File: src/rtl/mips_mem_arbiter.sv
`default_nettype none
// ============================================================================
// Module   : mips_mem_arbiter
// Purpose  : Two-port round-robin arbiter and access sequencer for the
//            byte-wide MIPS data memory. One 32-bit access is granted at a
//            time. It is split into four byte cycles in big-endian order, so
//            the MSB is at the lowest address. A one-cycle ack is returned on
//            completion.
// Ports    : clk, reset                 - clock, synchronous active-high reset
//            req/we/addr/wdata (0,1)    - word requests from the two masters
//            rdata (0,1), ack (0,1)     - read data and completion pulses
//            mem_addr/wdata/we/re/rdata - byte-wide memory array interface
//            busy, grant                - sequencer activity, owning port
// Revision : 1.0 - initial release
// ============================================================================
module mips_mem_arbiter #(
    parameter int ADDR_W = 10
) (
    input  logic              clk,
    input  logic              reset,
    input  logic              req0,
    input  logic              req1,
    input  logic              we0,
    input  logic              we1,
    input  logic [31:0]       addr0,
    input  logic [31:0]       addr1,
    input  logic [31:0]       wdata0,
    input  logic [31:0]       wdata1,
    output logic [31:0]       rdata0,
    output logic [31:0]       rdata1,
    output logic              ack0,
    output logic              ack1,
    output logic [ADDR_W-1:0] mem_addr,
    output logic [7:0]        mem_wdata,
    output logic              mem_we,
    output logic              mem_re,
    input  logic [7:0]        mem_rdata,
    output logic              busy,
    output logic              grant
);

    typedef enum logic [1:0] {
        S_IDLE = 2'd0,
        S_XFER = 2'd1,
        S_DONE = 2'd2
    } state_t;

    localparam logic [1:0] c_LAST_BYTE = 2'd3;

    state_t              r_state;
    state_t              w_state_nxt;
    logic                w_grant_now;
    logic                w_sel;
    logic [31:0]         w_addr_sel;
    logic                w_xfer;
    logic [7:0]          w_wbyte;

    logic [1:0]          r_cnt;
    logic                r_port;
    logic                r_we;
    logic [ADDR_W-1:0]   r_base;
    logic [31:0]         r_wdata;
    logic [31:8]         r_shadow;      // bytes 0..2 of a read; byte 3 is taken straight from mem_rdata
    logic                r_last_grant;
    logic [31:0]         r_rdata0;
    logic [31:0]         r_rdata1;

    // Word alignment and the address space size make these bits irrelevant.
    logic w_unused_addr_bits;
    assign w_unused_addr_bits = ^{addr0[31:ADDR_W], addr0[1:0], addr1[31:ADDR_W], addr1[1:0]};

    // On a tie the port that did not win last time is chosen; otherwise the
    // lone requester wins (req1 alone selects port 1, req0 alone port 0).
    assign w_sel      = (req0 && req1) ? ~r_last_grant : req1;
    assign w_addr_sel = w_sel ? addr1 : addr0;

    // ------------------------------------------------------------------------
    // State register
    // ------------------------------------------------------------------------
    always_ff @(posedge clk) begin
        if (reset) begin
            r_state <= S_IDLE;
        end else begin
            r_state <= w_state_nxt;
        end
    end

    // ------------------------------------------------------------------------
    // Next-state logic
    // ------------------------------------------------------------------------
    always_comb begin
        w_state_nxt = r_state;
        w_grant_now = 1'b0;
        case (r_state)
            S_IDLE: begin
                if (req0 || req1) begin
                    w_grant_now = 1'b1;
                    w_state_nxt = S_XFER;
                end
            end
            S_XFER: begin
                if (r_cnt == c_LAST_BYTE) begin
                    w_state_nxt = S_DONE;
                end
            end
            S_DONE:  w_state_nxt = S_IDLE;
            default: w_state_nxt = S_IDLE;
        endcase
    end

    // ------------------------------------------------------------------------
    // Access datapath
    // ------------------------------------------------------------------------
    always_ff @(posedge clk) begin
        if (reset) begin
            r_cnt        <= 2'd0;
            r_port       <= 1'b0;
            r_we         <= 1'b0;
            r_base       <= '0;
            r_wdata      <= 32'h0;
            r_shadow     <= 24'h0;
            r_last_grant <= 1'b1;
            r_rdata0     <= 32'h0;
            r_rdata1     <= 32'h0;
        end else begin
            if (w_grant_now) begin
                r_port  <= w_sel;
                r_we    <= w_sel ? we1 : we0;
                r_base  <= {w_addr_sel[ADDR_W-1:2], 2'b00};
                r_wdata <= w_sel ? wdata1 : wdata0;
                r_cnt   <= 2'd0;
            end
            if (r_state == S_XFER) begin
                r_cnt <= r_cnt + 2'd1;
                if (!r_we) begin
                    case (r_cnt)
                        2'd0:    r_shadow[31:24] <= mem_rdata;
                        2'd1:    r_shadow[23:16] <= mem_rdata;
                        2'd2:    r_shadow[15:8]  <= mem_rdata;
                        default: ;
                    endcase
                end
                if (r_cnt == c_LAST_BYTE) begin
                    r_last_grant <= r_port;
                    // The final byte arrives on this same edge, so it is
                    // merged directly into the visible read register.
                    if (!r_we) begin
                        if (r_port) begin
                            r_rdata1 <= {r_shadow, mem_rdata};
                        end else begin
                            r_rdata0 <= {r_shadow, mem_rdata};
                        end
                    end
                end
            end
        end
    end

    // ------------------------------------------------------------------------
    // Memory-side strobes. Reset suppresses the strobes combinationally so
    // the byte in flight at the reset edge is not committed.
    // ------------------------------------------------------------------------
    always_comb begin
        w_wbyte = 8'h00;
        case (r_cnt)
            2'd0:    w_wbyte = r_wdata[31:24];
            2'd1:    w_wbyte = r_wdata[23:16];
            2'd2:    w_wbyte = r_wdata[15:8];
            default: w_wbyte = r_wdata[7:0];
        endcase
    end

    assign w_xfer = (r_state == S_XFER) && !reset;

    always_comb begin
        mem_addr  = '0;
        mem_wdata = 8'h00;
        mem_we    = 1'b0;
        mem_re    = 1'b0;
        if (w_xfer) begin
            // Wraps modulo 2^ADDR_W by construction.
            mem_addr = r_base + {{(ADDR_W-2){1'b0}}, r_cnt};
            if (r_we) begin
                mem_we    = 1'b1;
                mem_wdata = w_wbyte;
            end else begin
                mem_re = 1'b1;
            end
        end
    end

    assign ack0   = (r_state == S_DONE) && !r_port;
    assign ack1   = (r_state == S_DONE) &&  r_port;
    assign busy   = (r_state != S_IDLE);
    assign grant  = r_port;
    assign rdata0 = r_rdata0;
    assign rdata1 = r_rdata1;

endmodule
`default_nettype wire

File: config.mk
export PLATFORM = sky130hd
export DESIGN_NAME = mips_mem_arbiter
export DESIGN_NICKNAME = d
export VERILOG_FILES = /design/src/rtl/mips_mem_arbiter.sv
export SDC_FILE = /design/constraint.sdc
export NUM_CORES = 1
export LEC_CHECK = 0
export CORE_MARGIN = 10
export CORE_UTILIZATION = 42
export DETAILED_ROUTE_END_ITERATION = 10
export DONT_BUFFER_PORTS = 1
export GPL_TIMING_DRIVEN = 0
export PLACE_DENSITY_LB_ADDON = 0.12
export SETUP_SLACK_MARGIN = 0.02
export SLEW_MARGIN = 30
export SYNTH_ARGS = -nofsm -noshare
export SYNTH_HDL_FRONTEND = slang
export SYNTH_SLANG_ARGS = --single-unit
File: constraint.sdc
create_clock -name clk -period 4.5 [get_ports clk]
set_input_delay 0.9 -clock clk [delete_from_list [all_inputs] [get_ports clk]]
set_output_delay 0.9 -clock clk [all_outputs]
set_load 0.05 [all_outputs]
Word-level counts from Yosys, hierarchy flattened:

Cells that the tools add are included.

* add/subtract/negate cells: 2
* equality and inequality tests: 7
* multiplexer cells: 19
* bitwise operators: 3
* reduce and logical (&&, ||, !) cells: 18

Operators by type and width (count)
* 2-to-1 mux 32 bit: 1
* case mux 8 bit (3 select lines): 1
* 2-to-1 mux 10 bit: 2
* 2-to-1 mux 8 bit: 2
* adder 10 x 2 -> 10 bit: 1
* AND reduction 3 bit: 3
* 2-to-1 mux 1 bit: 8
* 2-to-1 mux 2 bit: 4
* AND reduction 4 bit: 2
* equality test 2 bit (second input constant): 3
* equality test 2 x 1 -> 1 bit (second input constant): 2
* logical AND 1 bit: 4
* logical NOT 2 bit: 2
* != test 2 bit (second input constant): 2
* case mux 2 bit (2 select lines): 1
* AND reduction 2 bit: 2
* nonzero test 2 bit: 2
* inverter 1 bit: 3
* adder 2 x 1 -> 2 bit (second input constant): 1
* logical NOT 1 bit: 2
* logical OR 1 bit: 1

* flip-flop bits (word level): 135
* input bits: 142
* output and inout bits: 88

Depth between registers and ports, before layout:

Gate-level depths: netlist of run 1.

* depth in word-level cells: 5
* depth in mapped cells: 8
* gate-level depth less buffers: 5

Worst setup path after synthesis of run 1:

OpenSTA, ideal clock, no wires.

* path type: input port to output port
* from: in reset
* to: out mem_addr[0]
* arrival: 2672 ps
* path slack: 928 ps
* stages: 5
* buffers on the path: 4
* path through: buf_2 > buf_4 > clkbuf_1 > clkbuf_1 > nor3_1

* word-level cells in the longest chain between the ends: 3

Ends and longest elaborated chain
* start, declared: RTL line 20 `input logic reset,`
* logical NOT 1 bit: RTL line 173 `assign w_xfer = (r_state == S_XFER) && !reset;`
* logical AND 1 bit: RTL line 173
* 2-to-1 mux 10 bit: RTL line 180 `if (w_xfer) begin`
* end, declared: RTL line 33 `output logic [ADDR_W-1:0] mem_addr,`

Every way passes these cells.

Worst setup path in the final report of run 1:

* from: in reset
* to: out mem_addr[1]

Same word-level chain as after synthesis.

==> results of run 1 <==
## power by group
part	total, mW	leakage, nW	internal (mW)	switching (mW)
logic	0.258	1.24	0.0928	0.165
clock network	1.24	0.249	0.707	0.529
registers	1.28	1.10	1.25	0.0341
total	2.77	2.59	2.05	0.729
## cells by family after synthesis
family / Yosys count / synth area share [%]
AOI/OAI and AO/OA: 133 / 15.0
muxes: 64 / 10.9
buffers and inverters: 59 / 4.69
and+or+nand+nor: 259 / 22.8
adders and majority gates: 4 / 0.849
DFF: 135 / 45.8
## per-stage QoR
| stage | utilization, % | setup slack, ns |
|---|---|---|
| final | 48.3 | 0.926 |
| after global routing | 48.3 | 0.820 |
| after CTS | 48.3 | 0.901 |
| after detailed placement | 44.5 | 0.924 |
| after global placement | 44.3 | 0.446 |
| after floorplan | - | 0.928 |
## cell usage in the layout (no fill, tap or decap), types with 16 or more instances in the layout
cell type / Yosys / routed
sky130_fd_sc_hd__dfxtp_1: 135 / 135
sky130_fd_sc_hd__nand2_1: 117 / 117
sky130_fd_sc_hd__nand2b_1: 98 / 98
sky130_fd_sc_hd__mux2i_1: 64 / 64
sky130_fd_sc_hd__a21oi_1: 44 / 44
sky130_fd_sc_hd__a311oi_1: 41 / 41
sky130_fd_sc_hd__clkbuf_1: 32 / 32
sky130_fd_sc_hd__buf_2: 17 / 17
sky130_fd_sc_hd__and2_1: 17 / 17
sky130_fd_sc_hd__o21ai_0: 17 / 17
sky130_fd_sc_hd__clkbuf_16: 0 / 17
sky130_fd_sc_hd__o21ai_1: 16 / 16
## worst reg2reg max path, cell delays in order, from the launching register on
cell and delay (ns):
sky130_fd_sc_hd__dfxtp_1 0.33, sky130_fd_sc_hd__inv_1 0.12, sky130_fd_sc_hd__ha_1 0.15, sky130_fd_sc_hd__buf_2 0.21, sky130_fd_sc_hd__nor4bb_1 0.41, sky130_fd_sc_hd__clkbuf_1 0.31
sky130_fd_sc_hd__buf_2 0.28, sky130_fd_sc_hd__nand2_1 0.08, sky130_fd_sc_hd__o21ai_1 0.08
## worst paths after layout
check | slack (ns) | startpoint | end
max | 0.93 | reset | mem_addr[1]
min | 0.51 | r_shadow[31] | r_shadow[31]
max reg2reg | 2.47 | r_cnt[1] | r_shadow[22]
min reg2reg | 0.51 | r_shadow[31] | r_shadow[31]
## state kept, by name, summed over array words and instances (netlist names), 2 cells and up
signal,cells
rdata1,32
r_shadow,24
r_state,2
r_cnt,2
r_wdata,32
rdata0,32
r_base,8
## layout make-up
type                    count  area (µm²)  area share (%)
clock inverters            13        85.1            1.28
plain buffers              56         265            3.98
inverters                   3        11.3           0.169
well taps                 180         225            3.38
multi-input cells         460        2940            44.1
flip-flops and latches    135        2700            40.5
clock buffers              18         439            6.58
## layer usage
metal	up-vias	part of all wire [%]
met5	-	0
li1	2308	-
met2	169	48
met3	41	10
met4	0	3.0
met1	2213	38
==> flow_metrics.py, run 1 <==
metrics = {
    "global_routing": {
        "met2_usage_pct": 30.3,
        "grt-busiest-layer": "met2",
        "grt_pass1_vias": 4848,
        "grt_first_pass_wirelength_mm": 27.3,
        "antenna_found_initial": 0,
        "global_route.usage.total_pct": 17.9,
        "met1_usage_pct": 18.3,
        "grt_max_degree": 17,
        "grt_overflow_total": 0,
        "globalRouteMet3Util_pct": 8.73,
    },
    "synth": {
        "postSynth.asyncResetShare_pct": 0,
        "yosysTopAreaCellShare_pct": 45.8,
        "synth.ff_latch_count": 135,
        "synthTopCellsByCount": "sky130_fd_sc_hd__dfxtp_1 (135), sky130_fd_sc_hd__nand2_1 (117), sky130_fd_sc_hd__nand2b_1 (98)",
        "netlist_top_cells_area": "sky130_fd_sc_hd__dfxtp_1 (46%), sky130_fd_sc_hd__mux2i_1 (11%), sky130_fd_sc_hd__nand2b_1 (10%)",
        "synth.avg_cell_area_um2": 9.02,
        "synth-main-ff-cell": "sky130_fd_sc_hd__dfxtp_1",
        "synth_sequential_area_ratio_pct": 45.8,
        "leading_cell_type_by_number_of_instances_after_synthesis": "sky130_fd_sc_hd__dfxtp_1",
        "synthesis.area_um2": 5900,
        "number_of_enable_type_register_cells_in_the_synthesized_netlist": 0,
        "synthCells": 654,
        "synthesis.nets": 800,
        "post_synth_num_cell_types": 35,
        "synth_warnings": 0,
        "synth_top_cell_by_area": "sky130_fd_sc_hd__dfxtp_1",
    },
    "route": {
        "residual_drc": 0,
        "drtPass1Iterations": 6,
        "drt_iter0_markers": 262,
        "drt-total-wl_mm": 17.6,
        "avgViaCountPerCell": 5.47,
        "postRouteAntennaNets": 0,
        "route.detailed.wl_per_inst_um": 20.3,
        "vias": 4731,
    },
    "worst_hold_path": {
        "hold_path_class": "register to register",
        "worstHoldPathCells": 2,
    },
    "critical_path": {
        "path_common_cell": "sky130_fd_sc_hd__clkbuf_1",
        "crit_path_end_kind": "primary output",
        "cp_num_cells": 5,
        "crit_path_start_kind": "primary input",
        "timing.critical_path.max_delay_family": "buffers and inverters",
        "timing.critical_path.slowest_stage_cell": "sky130_fd_sc_hd__nor3_2",
        "cp.buffers_inverters": 4,
        "worst_r2r_path_depth": 8,
        "crit_path_cell_trace": "buf_2, buf_4, clkbuf_1, clkbuf_1, nor3_2",
        "worst-setup-path-type": "primary input to primary output",
        "path_max_fanout": 10,
        "timing.critical_path.slowest_cell_delay_ns": 0.83,
        "cp.required_ns": 3.60,
        "critical_path_arrival_ns": 2.67,
    },
    "sta": {
        "final-setup-viol-count": 0,
        "slew_violations": 0,
        "final-hold-violation-count": 0,
        "minimum_hold_slack_ns": 0.506,
        "max-slew-margin-rel_pct": 36.2,
        "timing.final.crit_share_pct": 79.4,
        "worst_clock_skew_ns": 0.00975,
        "tightestPinTransition_ns": 0.951,
        "setup_total_negative_slack_ns": 0,
        "max_clock_freq_mhz": 280,
        "rsz_0062_raised_after_global_routing": "no",
        "finalWorstPathRequiredPeriod_ns": 3.57,
    },
    "clocking": {
        "cts_made_buffers": 17,
        "clkSinkCount": 135,
        "holdBufCountCts": 0,
        "maximum_level_of_the_cts_h_tree": 4,
        "cts-root-to-sink-buffers": 2,
        "cts_resized": 0,
        "clockRootBuffer": "sky130_fd_sc_hd__clkbuf_16",
        "post_cts.repair.setup_buffers": 0,
        "clk-insertion-delay-late_ns": 0.43,
        "post_cts_clock_slew_at_the_launch_and_capture_registers_of_the_worst_setup_and_hold_paths_ns": 0.06,
        "cts_tree": "built",
    },
    "cells_and_area": {
        "final_layout_size_suffix_gt1_share_pct": 9.34,
        "area_growth_pct": 13.2,
        "post-route-cell-area_um2": 6670,
        "nFillCells": 1312,
        "design.final.nets": 819,
        "final_cell_count_no_fill": 865,
        "insertedDiodeCount": 0,
    },
    "place": {
        "place_hpwl_mm": 13.5,
        "place.port_buffers": 0,
        "placed_cells": 834,
        "detailed_place.area_um2": 6150,
        "gp_congestion": 0.887,
    },
    "floorplan": {
        "floorplan.die.height_um": 138,
        "core.rowCount": 43,
        "floorplan.die.width_um": 138,
        "full_die_area_um2": 19200,
        "floorplan.io_pins": 230,
        "starting_density_of_the_core_pct": 42.6,
        "fp.coreArea_um2": 13800,
    },
    "power": {
        "cellLeakagePower_nw": 2.59,
        "power.ir.vdd_worst_v": 0.000249,
        "cellPowerDensity_nw_per_um2": 416,
        "power_consumption_mw": 2.77,
    },
    "job": {
        "max_cap_violations": 0,
    },
    "status": {
        "outcome": "completed",
    },
}
Note: power is estimated with default switching activity, not from simulation.
==> inputs of run 2 (changes only) <==
clock period = 3.1 ns   (was 4.5 ns; I/O delays follow)
==> run 2 against run 1 <==
Net effect: non-clock buffer count unchanged; register-to-register slack worse by 1.4 ns; first-iteration DRC count is 6.5% higher; largest cell class unchanged.
==> flow_metrics.py, run 2 (synthesized netlist as in run 1, its figures left out) <==
metrics = {
    "status": {
        "outcome": "completed",
    },
    "critical_path": {
        "timing.critical_path.slowest_stage_cell": "sky130_fd_sc_hd__nor3_2",
        "timing.critical_path.max_delay_family": "buffers and inverters",
        "path_common_cell": "sky130_fd_sc_hd__clkbuf_1",
        "critical_path_arrival_ns": 2.43,
        "crit_path_start_kind": "primary input",
        "ff2ff_setup_slack_ns": 1.04,
        "crit_path_cell_trace": "buf_2, buf_4, clkbuf_1, clkbuf_1, nor3_2",
        "reg2reg_to": "r_shadow[14]",
        "cp.buffers_inverters": 4,
        "crit_path_end_kind": "primary output",
        "worst_reg2reg_startpoint": "r_cnt[0]",
        "cp_num_cells": 5,
        "worst-setup-path-type": "primary input to primary output",
        "timing.critical_path.slowest_cell_delay_ns": 0.83,
        "path_max_fanout": 11,
        "worst_r2r_path_depth": 8,
        "cp.required_ns": 2.48,
    },
    "floorplan": {
        "floorplan.io_pins": 230,
        "starting_density_of_the_core_pct": 42.6,
        "floorplan.die.height_um": 138,
        "floorplan.die.width_um": 138,
        "fp.coreArea_um2": 13800,
        "full_die_area_um2": 19200,
        "core.rowCount": 43,
    },
    "power": {
        "cellLeakagePower_nw": 2.61,
        "netSwitchingFraction_pct": 26.4,
        "power.ir.vdd_worst_v": 0.000369,
        "power.share.sequential_pct": 46.0,
        "cell_internal_pwr_mw": 2.97,
        "cellPowerDensity_nw_per_um2": 602,
        "power_spent_charging_and_discharging_nets_mw": 1.06,
        "clock_power_share_pct": 44.5,
        "power.combinational.fraction_pct": 9.5,
    },
    "clocking": {
        "post_cts.repair.setup_buffers": 0,
        "clk-insertion-delay-late_ns": 0.43,
        "clockRootBuffer": "sky130_fd_sc_hd__clkbuf_16",
        "clkSinkCount": 135,
        "cts-root-to-sink-buffers": 2,
        "maximum_level_of_the_cts_h_tree": 4,
        "cts_tree": "built",
        "post_cts_clock_slew_at_the_launch_and_capture_registers_of_the_worst_setup_and_hold_paths_ns": 0.06,
        "cts_made_buffers": 17,
    },
    "cells_and_area": {
        "design.final.nets": 820,
        "post-route-cell-area_um2": 6710,
        "final_cell_count_no_fill": 866,
        "finalCoreUtilization_pct": 48.5,
        "insertedDiodeCount": 0,
        "final_layout_size_suffix_gt1_share_pct": 10.9,
        "area_growth_pct": 13.8,
        "nFillCells": 1314,
        "layout.cells.most_common": "sky130_fd_sc_hd__dfxtp_1",
        "highest_count_cells_in_the_layout_ignoring_fill_and_taps": "sky130_fd_sc_hd__dfxtp_1 (135), sky130_fd_sc_hd__nand2_1 (117), sky130_fd_sc_hd__nand2b_1 (98)",
    },
    "place": {
        "detailed_place.area_um2": 6150,
        "place.port_buffers": 0,
        "place_hpwl_mm": 13.5,
        "gp_congestion": 0.887,
        "placed_cells": 834,
    },
    "global_routing": {
        "antenna_found_initial": 0,
        "grt_max_degree": 17,
        "grt_overflow_total": 0,
        "grt_first_pass_wirelength_mm": 27.5,
        "global_route.usage.total_pct": 18.1,
        "grt_pass1_vias": 4860,
    },
    "sta": {
        "minimum_hold_slack_ns": 0.346,
        "setup_total_negative_slack_ns": 0,
        "max-slew-margin-rel_pct": 36.1,
        "worst_clock_skew_ns": 0.00972,
        "timing.final.crit_share_pct": 98.5,
        "max_clock_freq_mhz": 328,
        "final-setup-viol-count": 0,
        "rsz_0062_raised_after_global_routing": "yes",
        "finalWorstPathRequiredPeriod_ns": 3.05,
        "slew_violations": 0,
        "tightestPinTransition_ns": 0.953,
        "final-hold-violation-count": 0,
    },
    "worst_hold_path": {
        "hold_path_class": "primary input to register",
        "min_to": "r_wdata[0]",
        "min-delay-start": "wdata0[0]",
        "worstHoldPathCells": 2,
    },
    "route": {
        "drtPass1Iterations": 5,
        "route.detailed.wl_per_inst_um": 20.6,
        "drt_iter0_markers": 279,
        "avgViaCountPerCell": 5.53,
        "vias": 4785,
        "residual_drc": 0,
        "postRouteAntennaNets": 0,
        "drt-total-wl_mm": 17.8,
    },
    "job": {
        "max_cap_violations": 0,
    },
}
[run 2: repair_timing]
| action | CTS | global route |
|---|---|---|
| pin swaps | 2 | 4 |
| hold buffers | 0 | 0 |
| endpoints found under the hold margin | 0 | 0 |
| endpoints found under the setup margin | 16 | 10 |
| gates cloned | 1 | 0 |
| resized for setup | 12 | 9 |
[run 2: worst max path at each step]
stage	startpoint	end	slack, ns
after floorplan	reset	mem_addr[0]	0.09
after CTS	r_state[1]	mem_wdata[6]	0.02
after detailed placement	reset	mem_addr[1]	0.08
after global placement	reset	mem_addr[1]	-0.39
after global routing	reset	mem_addr[1]	-0.06
final	reset	mem_addr[1]	0.05
[run 2: stage by stage]
| step | setup slack, ns | power, mW |
|---|---|---|
| 2_1_floorplan | 0.0883 | 2.16 |
| 3_3_place_gp | -0.394 | 2.26 |
| 3_5_place_dp | 0.0838 | 2.27 |
| 4_1_cts | 0.0201 | 4.07 |
| 5_1_grt | -0.0578 | 4.18 |
| 6_report | 0.0468 | 4.04 |
[run 2: per-layer routing]
layer	wire (µm)	vias up	part of all wire, %	track usage, %
met5	0	-	0	0
met4	551	0	3.1	8.27
met3	1820	42	10	8.80
met2	8570	185	48	30.4
met1	6880	2247	39	18.5
li1	-	2311	-	-
[run 2: area by class of cell]
type / instances / area, µm² / area share, %
plain buffers: 56 / 270 / 4.03
flip-flops and latches: 135 / 2700 / 40.3
clock inverters: 13 / 85.1 / 1.27
clock buffers: 18 / 439 / 6.55
well taps: 180 / 225 / 3.36
multi-input cells: 461 / 2980 / 44.3
inverters: 3 / 11.3 / 0.168
[run 2: power groups by stage]
stage	clock (mW)	combinational (mW)	sequential (mW)
after CTS	1.83	0.383	1.86
after global routing	1.89	0.425	1.86
after detailed placement	0	0.377	1.89
after floorplan	0	0.287	1.88
final	1.79	0.384	1.86
after global placement	0	0.369	1.89
==> inputs of run 3 (changes only) <==
CORE_ASPECT_RATIO = 1.75   (was not set)
HOLD_SLACK_MARGIN = 0.12   (was not set)
SETUP_SLACK_MARGIN = 0.1   (was 0.02)
==> run 3 against run 2 <==
Net effect: via count is 0.46% higher; combinational power grew 1%; setup slack better by 0.14 ns; die area rose by 0.97%; register-to-register slack worse by 0.03 ns; clock power is 18% higher; worst hold slack better by 0.0095 ns; final cell count fell by 0.46%; clock skew fell by 0.0022 ns; fmax up 4.8%; critical path type is now register to primary output; critical endpoint is now mem_wdata[4].
==> flow_metrics.py, run 3 (synthesized netlist as in run 1, its figures left out) <==
metrics = {
    "sta": {
        "max_clock_freq_mhz": 343,
        "max-slew-margin-rel_pct": 43.7,
        "worst_clock_skew_ns": 0.00752,
        "rsz_0062_raised_after_global_routing": "no",
        "slew_violations": 0,
        "timing.final.crit_share_pct": 94.0,
        "setup_total_negative_slack_ns": 0,
        "final-setup-viol-count": 0,
        "finalWorstSetupSlack_ns": 0.186,
        "finalWorstPathRequiredPeriod_ns": 2.91,
        "minimum_hold_slack_ns": 0.356,
        "tightestPinTransition_ns": 0.841,
        "final-hold-violation-count": 0,
    },
    "critical_path": {
        "worst_r2r_path_depth": 6,
        "cp.required_ns": 2.48,
        "crit_path_cell_trace": "inv_1, ha_1, a222oi_1, o21ai_0, and2_2",
        "reg2reg_to": "r_wdata[2]",
        "timing.critical_path.slowest_cell_delay_ns": 0.52,
        "worst-setup-path-type": "register to primary output",
        "timing.critical_path.slowest_stage_cell": "sky130_fd_sc_hd__a222oi_1",
        "worstSetupEndpoint": "mem_wdata[4]",
        "critical_path_arrival_ns": 2.29,
        "worst_setup_sp": "r_cnt[0]",
        "crit_path_end_kind": "primary output",
        "ff2ff_setup_slack_ns": 1.01,
        "worst_reg2reg_startpoint": "r_state[1]",
        "path_max_fanout": 9,
        "crit_path_start_kind": "register",
    },
    "place": {
        "gp_congestion": 0.899,
        "detailed_place.area_um2": 6140,
        "placed_cells": 831,
        "place_hpwl_mm": 15.0,
        "place.port_buffers": 0,
        "place_ws_ns": 0.0246,
    },
    "cells_and_area": {
        "multiInputGateArea_um2": 2990,
        "highest_count_cells_in_the_layout_ignoring_fill_and_taps": "sky130_fd_sc_hd__dfxtp_1 (134), sky130_fd_sc_hd__nand2_1 (117), sky130_fd_sc_hd__nand2b_1 (98)",
        "area_growth_pct": 15.5,
        "finalCoreUtilization_pct": 49.2,
        "regArea_um2": 2700,
        "post-route-cell-area_um2": 6810,
        "layout.cells.most_common": "sky130_fd_sc_hd__dfxtp_1",
        "insertedDiodeCount": 0,
        "final_cell_count_no_fill": 862,
        "design.final.nets": 819,
        "nFillCells": 1359,
        "final_layout_size_suffix_gt1_share_pct": 11.2,
    },
    "route": {
        "drt-total-wl_mm": 19.0,
        "residual_drc": 0,
        "avgViaCountPerCell": 5.58,
        "drt_iter0_markers": 150,
        "vias": 4807,
        "postRouteAntennaNets": 0,
        "route.detailed.wl_per_inst_um": 22.1,
        "drtPass1Iterations": 6,
    },
    "power": {
        "power.ir.vdd_worst_v": 0.000337,
        "power.share.sequential_pct": 42.7,
        "power_spent_charging_and_discharging_nets_mw": 1.14,
        "clock_power_share_pct": 48.4,
        "cellPowerDensity_nw_per_um2": 642,
        "power_consumption_mw": 4.37,
        "power.combinational.fraction_pct": 8.9,
        "cellLeakagePower_nw": 2.66,
        "cell_internal_pwr_mw": 3.23,
        "netSwitchingFraction_pct": 26.1,
    },
    "floorplan": {
        "floorplan.die.width_um": 110,
        "fp.coreArea_um2": 13800,
        "core.rowCount": 57,
        "full_die_area_um2": 19400,
        "floorplan.die.height_um": 177,
        "starting_density_of_the_core_pct": 42.6,
        "floorplan.io_pins": 230,
    },
    "clocking": {
        "cts_made_buffers": 17,
        "post_cts.repair.setup_buffers": 0,
        "post_cts_clock_slew_at_the_launch_and_capture_registers_of_the_worst_setup_and_hold_paths_ns": 0.06,
        "maximum_level_of_the_cts_h_tree": 4,
        "clk-insertion-delay-late_ns": 0.42,
        "cts-root-to-sink-buffers": 2,
        "clockRootBuffer": "sky130_fd_sc_hd__clkbuf_16",
        "cts_tree": "built",
        "clkSinkCount": 135,
    },
    "worst_hold_path": {
        "worstHoldPathCells": 2,
        "hold_path_class": "primary input to register",
    },
    "global_routing": {
        "grt_overflow_total": 0,
        "global_route.usage.total_pct": 19.5,
        "grt_first_pass_wirelength_mm": 28.9,
        "grt_pass1_vias": 5160,
        "grt_max_degree": 17,
        "antenna_found_initial": 0,
    },
    "job": {
        "max_cap_violations": 0,
    },
    "status": {
        "outcome": "completed",
    },
}
## run 3: worst min-delay path by stage
stage,from,slack (ns),end
floorplan,r_shadow[24],0.47,r_shadow[24]
global placement,r_shadow[29],0.49,rdata1[29]
detailed placement,r_shadow[26],0.51,r_shadow[26]
CTS,wdata0[12],0.35,r_wdata[12]
global route,wdata1[30],0.36,r_wdata[30]
finish,wdata0[12],0.36,r_wdata[12]
## run 3: power groups by stage
stage | combinational (mW) | clock (mW) | sequential [mW]
2_1_floorplan | 0.287 | 0 | 1.88
5_1_grt | 0.429 | 2.21 | 1.87
6_report | 0.388 | 2.12 | 1.87
3_5_place_dp | 0.382 | 0 | 1.90
3_3_place_gp | 0.375 | 0 | 1.90
4_1_cts | 0.387 | 2.15 | 1.87
## run 3: worst max-delay path: cells and delay by family (launching register included)
family | cells | cell delay (ns)
compound gates | 2 | 0.68
flops | 1 | 0.38
simple gates | 1 | 0.32
fa+ha+maj | 1 | 0.37
buf+inv | 1 | 0.13
## run 3: timing repair
action                                  in CTS  in global routing
hold buffers                                 0                  0
endpoints found under the setup margin      19                 11
gates cloned                                 1                  0
resized for setup                           13                 11
pin swaps                                    7                  3
## run 3: final cells by class
class | count | area share (%)
Multi-Input combinational cell | 461 | 44.0
Clock inverter | 14 | 2.77
Tap cell | 177 | 3.25
Inverter | 3 | 0.165
Clock buffer | 17 | 6.25
Sequential cell | 135 | 39.7
Buffer | 55 | 3.91
## run 3: layer usage
metal / vias to the layer above / track usage, % / share of wire [%]
li1: 2304 / - / -
met5: - / 0 / 0
met3: 34 / 6.60 / 7.5
met2: 180 / 37.1 / 56
met1: 2289 / 17.7 / 33
met4: 0 / 8.61 / 3.5
